`src/rtl/calc_sequencer_if.sv`:
```
// calc_sequencer_if: program-load, control and ALU bus of the calculator sequencer.
interface calc_sequencer_if #(parameter int ADDR_W = 4);
   logic              prog_we;
   logic [ADDR_W-1:0] prog_addr;
   logic [12:0]       prog_data;
   logic              start;
   logic [7:0]        alu_a;
   logic [7:0]        alu_b;
   logic [3:0]        alu_sel;
   logic [7:0]        alu_result;
   logic              alu_cout;
   logic [7:0]        acc;
   logic              carry;
   logic [ADDR_W-1:0] pc;
   logic              busy;
   logic              done;
   modport master (
      input  prog_we, prog_addr, prog_data, start, alu_result, alu_cout,
      output alu_a, alu_b, alu_sel, acc, carry, pc, busy, done
   );
   modport slave (
      output prog_we, prog_addr, prog_data, start, alu_result, alu_cout,
      input  alu_a, alu_b, alu_sel, acc, carry, pc, busy, done
   );
endinterface

```
`src/rtl/calc_sequencer.sv`:
```
// calc_sequencer: runs a small stored program through the external 8-bit ALU,
// two cycles per instruction (fetch, then execute and capture result/carry).
module calc_sequencer #(
   parameter int ADDR_W = 4,
   parameter int DEPTH  = 2**ADDR_W
) (
   input logic              clk,
   input logic              rst,
   calc_sequencer_if.master bus
);
   typedef enum logic [1:0] {IDLE, FETCH, EXEC, DONE} state_t;
   state_t            state, next;
   logic [12:0]       mem [DEPTH];
   logic [12:0]       ir;
   logic [7:0]        acc;
   logic              carry;
   logic [ADDR_W-1:0] pc;
   logic              busy;
   logic              stop;
   assign stop = ir[12] || pc == ADDR_W'(DEPTH - 1);
   always_ff @(posedge clk or posedge rst)
      if (rst) state <= IDLE;
      else     state <= next;
   always_comb
      next = state == IDLE  ? (bus.start ? FETCH : IDLE) :
             state == FETCH ? EXEC :
             state == EXEC  ? (stop ? DONE : FETCH) : IDLE;
   always_comb begin
      busy        = state == FETCH || state == EXEC;
      bus.busy    = busy;
      bus.done    = state == DONE;
      bus.alu_a   = acc;
      bus.alu_b   = state == EXEC ? ir[7:0] : 8'd0;
      bus.alu_sel = state == EXEC ? ir[11:8] : 4'b0010;
      bus.acc     = acc;
      bus.carry   = carry;
      bus.pc      = pc;
   end
   // program memory has no reset; writes are only honoured while not running
   always_ff @(posedge clk)
      if (bus.prog_we && !busy) mem[bus.prog_addr] <= bus.prog_data;
   always_ff @(posedge clk or posedge rst)
      if (rst) begin
         acc   <= '0;
         carry <= 1'b0;
         pc    <= '0;
         ir    <= '0;
      end else if (state == IDLE && bus.start) begin
         acc   <= '0;
         carry <= 1'b0;
         pc    <= '0;
      end else if (state == FETCH) begin
         ir    <= mem[pc];
      end else if (state == EXEC) begin
         acc   <= bus.alu_result;
         carry <= bus.alu_cout;
         if (!stop) pc <= pc + 1'b1;
      end
endmodule

```
`src/flat_wrapper.sv`:
```
// flat-port wrapper written by rule: the top's interface ports become plain ports
module calc_sequencer_flat 
#(
   parameter int ADDR_W = 4,
   parameter int DEPTH  = 2**ADDR_W
)
  (clk, rst, bus_prog_we, bus_prog_addr, bus_prog_data, bus_start, bus_alu_result, bus_alu_cout, bus_alu_a, bus_alu_b, bus_alu_sel, bus_acc, bus_carry, bus_pc, bus_busy, bus_done);
  calc_sequencer_if #(.ADDR_W(ADDR_W)) bus_i ();
  input logic clk;
  input logic rst;
  input wire logic [$bits(bus_i.prog_we)-1:0] bus_prog_we;
  input wire logic [$bits(bus_i.prog_addr)-1:0] bus_prog_addr;
  input wire logic [$bits(bus_i.prog_data)-1:0] bus_prog_data;
  input wire logic [$bits(bus_i.start)-1:0] bus_start;
  input wire logic [$bits(bus_i.alu_result)-1:0] bus_alu_result;
  input wire logic [$bits(bus_i.alu_cout)-1:0] bus_alu_cout;
  output wire logic [$bits(bus_i.alu_a)-1:0] bus_alu_a;
  output wire logic [$bits(bus_i.alu_b)-1:0] bus_alu_b;
  output wire logic [$bits(bus_i.alu_sel)-1:0] bus_alu_sel;
  output wire logic [$bits(bus_i.acc)-1:0] bus_acc;
  output wire logic [$bits(bus_i.carry)-1:0] bus_carry;
  output wire logic [$bits(bus_i.pc)-1:0] bus_pc;
  output wire logic [$bits(bus_i.busy)-1:0] bus_busy;
  output wire logic [$bits(bus_i.done)-1:0] bus_done;
  assign bus_i.prog_we = bus_prog_we;
  assign bus_i.prog_addr = bus_prog_addr;
  assign bus_i.prog_data = bus_prog_data;
  assign bus_i.start = bus_start;
  assign bus_i.alu_result = bus_alu_result;
  assign bus_i.alu_cout = bus_alu_cout;
  assign bus_alu_a = bus_i.alu_a;
  assign bus_alu_b = bus_i.alu_b;
  assign bus_alu_sel = bus_i.alu_sel;
  assign bus_acc = bus_i.acc;
  assign bus_carry = bus_i.carry;
  assign bus_pc = bus_i.pc;
  assign bus_busy = bus_i.busy;
  assign bus_done = bus_i.done;
  calc_sequencer #(.ADDR_W(ADDR_W), .DEPTH(DEPTH)) u_core (.clk(clk), .rst(rst), .bus(bus_i));
endmodule
```
`config.mk`:
```
export PLATFORM = sky130hd
export DESIGN_NAME = calc_sequencer_flat
export DESIGN_NICKNAME = d
export VERILOG_FILES = /design/src/rtl/calc_sequencer_if.sv /design/src/rtl/calc_sequencer.sv /design/src/flat_wrapper.sv
export SDC_FILE = /design/constraint.sdc
export NUM_CORES = 1
export LEC_CHECK = 0
export BUFFER_PORTS_ARGS = -buffer_cell sky130_fd_sc_hd__buf_2
export CAP_MARGIN = 30
export CORE_MARGIN = 3
export CORE_UTILIZATION = 50
export CTS_BUF_LIST = sky130_fd_sc_hd__clkbuf_16
export DETAILED_ROUTE_END_ITERATION = 6
export PLACE_DENSITY_LB_ADDON = 0.25
export SYNTH_ARGS = -nofsm -noshare
export SYNTH_HDL_FRONTEND = slang
export SYNTH_SLANG_ARGS = --single-unit
```
`constraint.sdc`:
```
create_clock -name clk -period 2.8 [get_ports clk]
set_clock_uncertainty 0.15 [all_clocks]
set_input_delay 0.42 -clock clk [delete_from_list [all_inputs] [get_ports clk]]
set_output_delay 0.42 -clock clk [all_outputs]
set_load 0.01 [all_outputs]
```
==> impl_metrics.ini <==
[detailed_routing]
wl_per_cell_um = 24.5
wl_um = 19900
routed-via-count = 4860
drcViolationCount = 0
drt_first_pass_iters = 5
ant_nets = 0
viasPerCell = 5.99
drt_iter0_drc = 484

[cts]
cts-root-buf = clkbuf_16
clk_pin_slew_ns = 0.06
post_cts_buffers = 0
cts_tree = built
clock_latency_ns = 0.50
htreeDepth = 1
cts_made_buffers = 25
clock-sinks = 236
cts.repair.resized = 0
clk_path_buf_depth = 3

[sta]
fmax_mhz = 387
finalSetupViolations = 0
worstMarginPinSlew_ns = 0.857
finalCritPeriodShare = 0.922
slew_headroom = 0.428
rsz0062_at_grt = false
setup_tns_ns = 0
hold_viol = 0
fin_crit_ns = 2.58
drv_slew = 0

[power_and_ir_drop]
power.density_nw_per_um2 = 944
p_total_mw = 10.3
ir_worst_vdd_uv = 402
p_leak_nw = 3.85

[floorplanning]
io_pins = 65
initial_utilization = 0.515
die_w_um = 143
core_area_um2 = 18100
die_y_um = 143
die-area_um2 = 20400
rows = 49

[synth]
ys_seq_area_frac = 0.743
synth_area_leaders = edfxtp_1 (67%), mux4_2 (8.2%), dfrtp_1 (7.5%)
synth.distinct_cells = 32
synth_fp_nets = 504
synth_ff_type = edfxtp_1
synth_edf_count = 208
yosysMostFrequentCell = edfxtp_1
yosysTopAreaCellShare = 0.668
synthTopCellsByCount = edfxtp_1 (208), mux4_2 (34), dfrtp_1 (28)
postSynth.asyncResetShare = 0.119
netlist_area_um2 = 9340
synth.avg_cell_area_um2 = 19.9
synth-seq-cells = 236
synth_top_area_cell = edfxtp_1
syn_inst = 469
yosysWarnings = 0

[worst_setup_path]
reg2reg_to = u_core.ir[4]
cp-start-kind = register
arrival_ns = 2.01
r2r-start = u_core.bus.pc[2]
path_cells = inv_1 -> ha_1 -> buf_4 -> and2_1 -> buf_2
worst_path_max_delay_cell = ha_1
worstPathMaxFanout = 12
reg2reg_slack_ns = 0.44
r2r_cells = 5
required_ns = 2.23
max_stage_delay_ns = 0.48
startpoint = u_core.state[0]
cp-end-kind = output pin
path_class = reg -> out

[cells_and_area]
syn_to_final_growth_pct = 17.2
final_util = 0.603
nets = 601
area.sequential_um2 = 6950
fin_cells = 812
drive_above_1_share = 0.342
nFillCells = 1338
multi_input_area_um2 = 2190

[place]
dp_cells = 766
place_congestion = 0.860
hpwl_um = 12500
io_buffers = 64

[min_path]
hp-class = in -> reg
whs_endpoint = u_core.bus.carry
hp-start = bus_alu_cout
hold_path_depth = 3

[global_route]
grt_remaining_overflow = 0
antenna_found_initial = 1
grt_use_total = 0.200
grt_max_degree = 23
grt_pass1_vias = 4959
grt_pass1_wl_um = 30100

[run]
drv_cap = 0

[outcome]
status = finished clean
## state kept, by name, indices dropped and copies added (netlist names)
| signal | flops |
|---|---|
| u_core.bus.acc | 8 |
| u_core.bus.carry | 1 |
| u_core.bus.pc | 4 |
| u_core.ir | 13 |
| u_core.mem | 208 |
| u_core.state | 2 |
## power breakdown
group / internal (mW) / total [mW] / switching [mW]
registers: 4.11 / 4.35 / 0.247
logic: 1.20 / 2.55 / 1.34
clock network: 2.17 / 3.44 / 1.27
total: 7.48 / 10.3 / 2.86
## stage by stage
step                      hold slack [ns]  setup WS, ns  instance area [um^2]
after floorplan                     0.335       0.00384                  9350
after global placement              0.314         0.483                 10100
after detailed placement            0.346         0.464                 10100
after CTS                         0.00322         0.188                 10900
after global routing               0.0192        0.0575                 10900
final                              0.0188         0.218                 10900
## logic make-up after synthesis
family                   after synthesis  synth area share
flip-flops                           236             0.743
buffers and inverters                 36            0.0240
adder cells (fa/ha/maj)                5           0.00670
multiplexers                          69             0.153
AND/OR/NAND/NOR                       69            0.0354
AO/OA/AOI/OAI                         54            0.0380
## layer usage
layer,track usage,up-vias,wire length (um)
met5,0,-,13
met4,0.0800,2,777
met3,0.0459,52,1570
met2,0.299,215,9020
met1,0.291,2500,8550
li1,-,2091,-
## worst max-delay path by stage
stage                                   to  slack (ns)  depth (start not counted)
after detailed placement     u_core.ir[12]        0.46                          5
after floorplan           u_core.mem[0][0]       0.004                          5
after global routing        bus_alu_sel[2]        0.06                          5
after CTS                   bus_alu_sel[2]        0.19                          5
final                       bus_alu_sel[2]        0.22                          5
after global placement        u_core.ir[4]        0.48                          5
## what timing repair did
action / 4_1_cts / 5_1_grt
hold buffers: 2 / 0
hold endpoints to repair: 21 / 0
endpoints found under the setup margin: 0 / 0
## critical path: cells and delay by family, from the launching register on
family,cells,cell delay (ns)
and+or+nand+nor,1,0.16
DFF,1,0.41
adders and majority gates,1,0.48
buffers and inverters,3,0.46
## final cells by class
class,instances,area share
flip-flops and latches,236,0.635
clock buffers,25,0.0571
well taps,229,0.0262
multi-input cells,197,0.200
inverters,5,0.00171
diodes,1,0.000229
clock inverters,18,0.0222
repair buffers,101,0.0574
## placed cells by master, fill, tap and decap left out, drive strengths merged, types with 6 or more instances in the layout
| master | instances |
|---|---|
| o22ai | 26 |
| bufinv | 6 |
| nor2 | 13 |
| o21ai | 11 |
| mux4 | 52 |
| nand2 | 25 |
| clkinv | 10 |
| and2 | 12 |
| mux2 | 13 |
| clkbuf | 25 |
| inv | 6 |
| buf | 99 |
| edfxtp | 208 |
| a21oi | 14 |
| dfrtp | 28 |
Power figures use the tool's default switching activity.
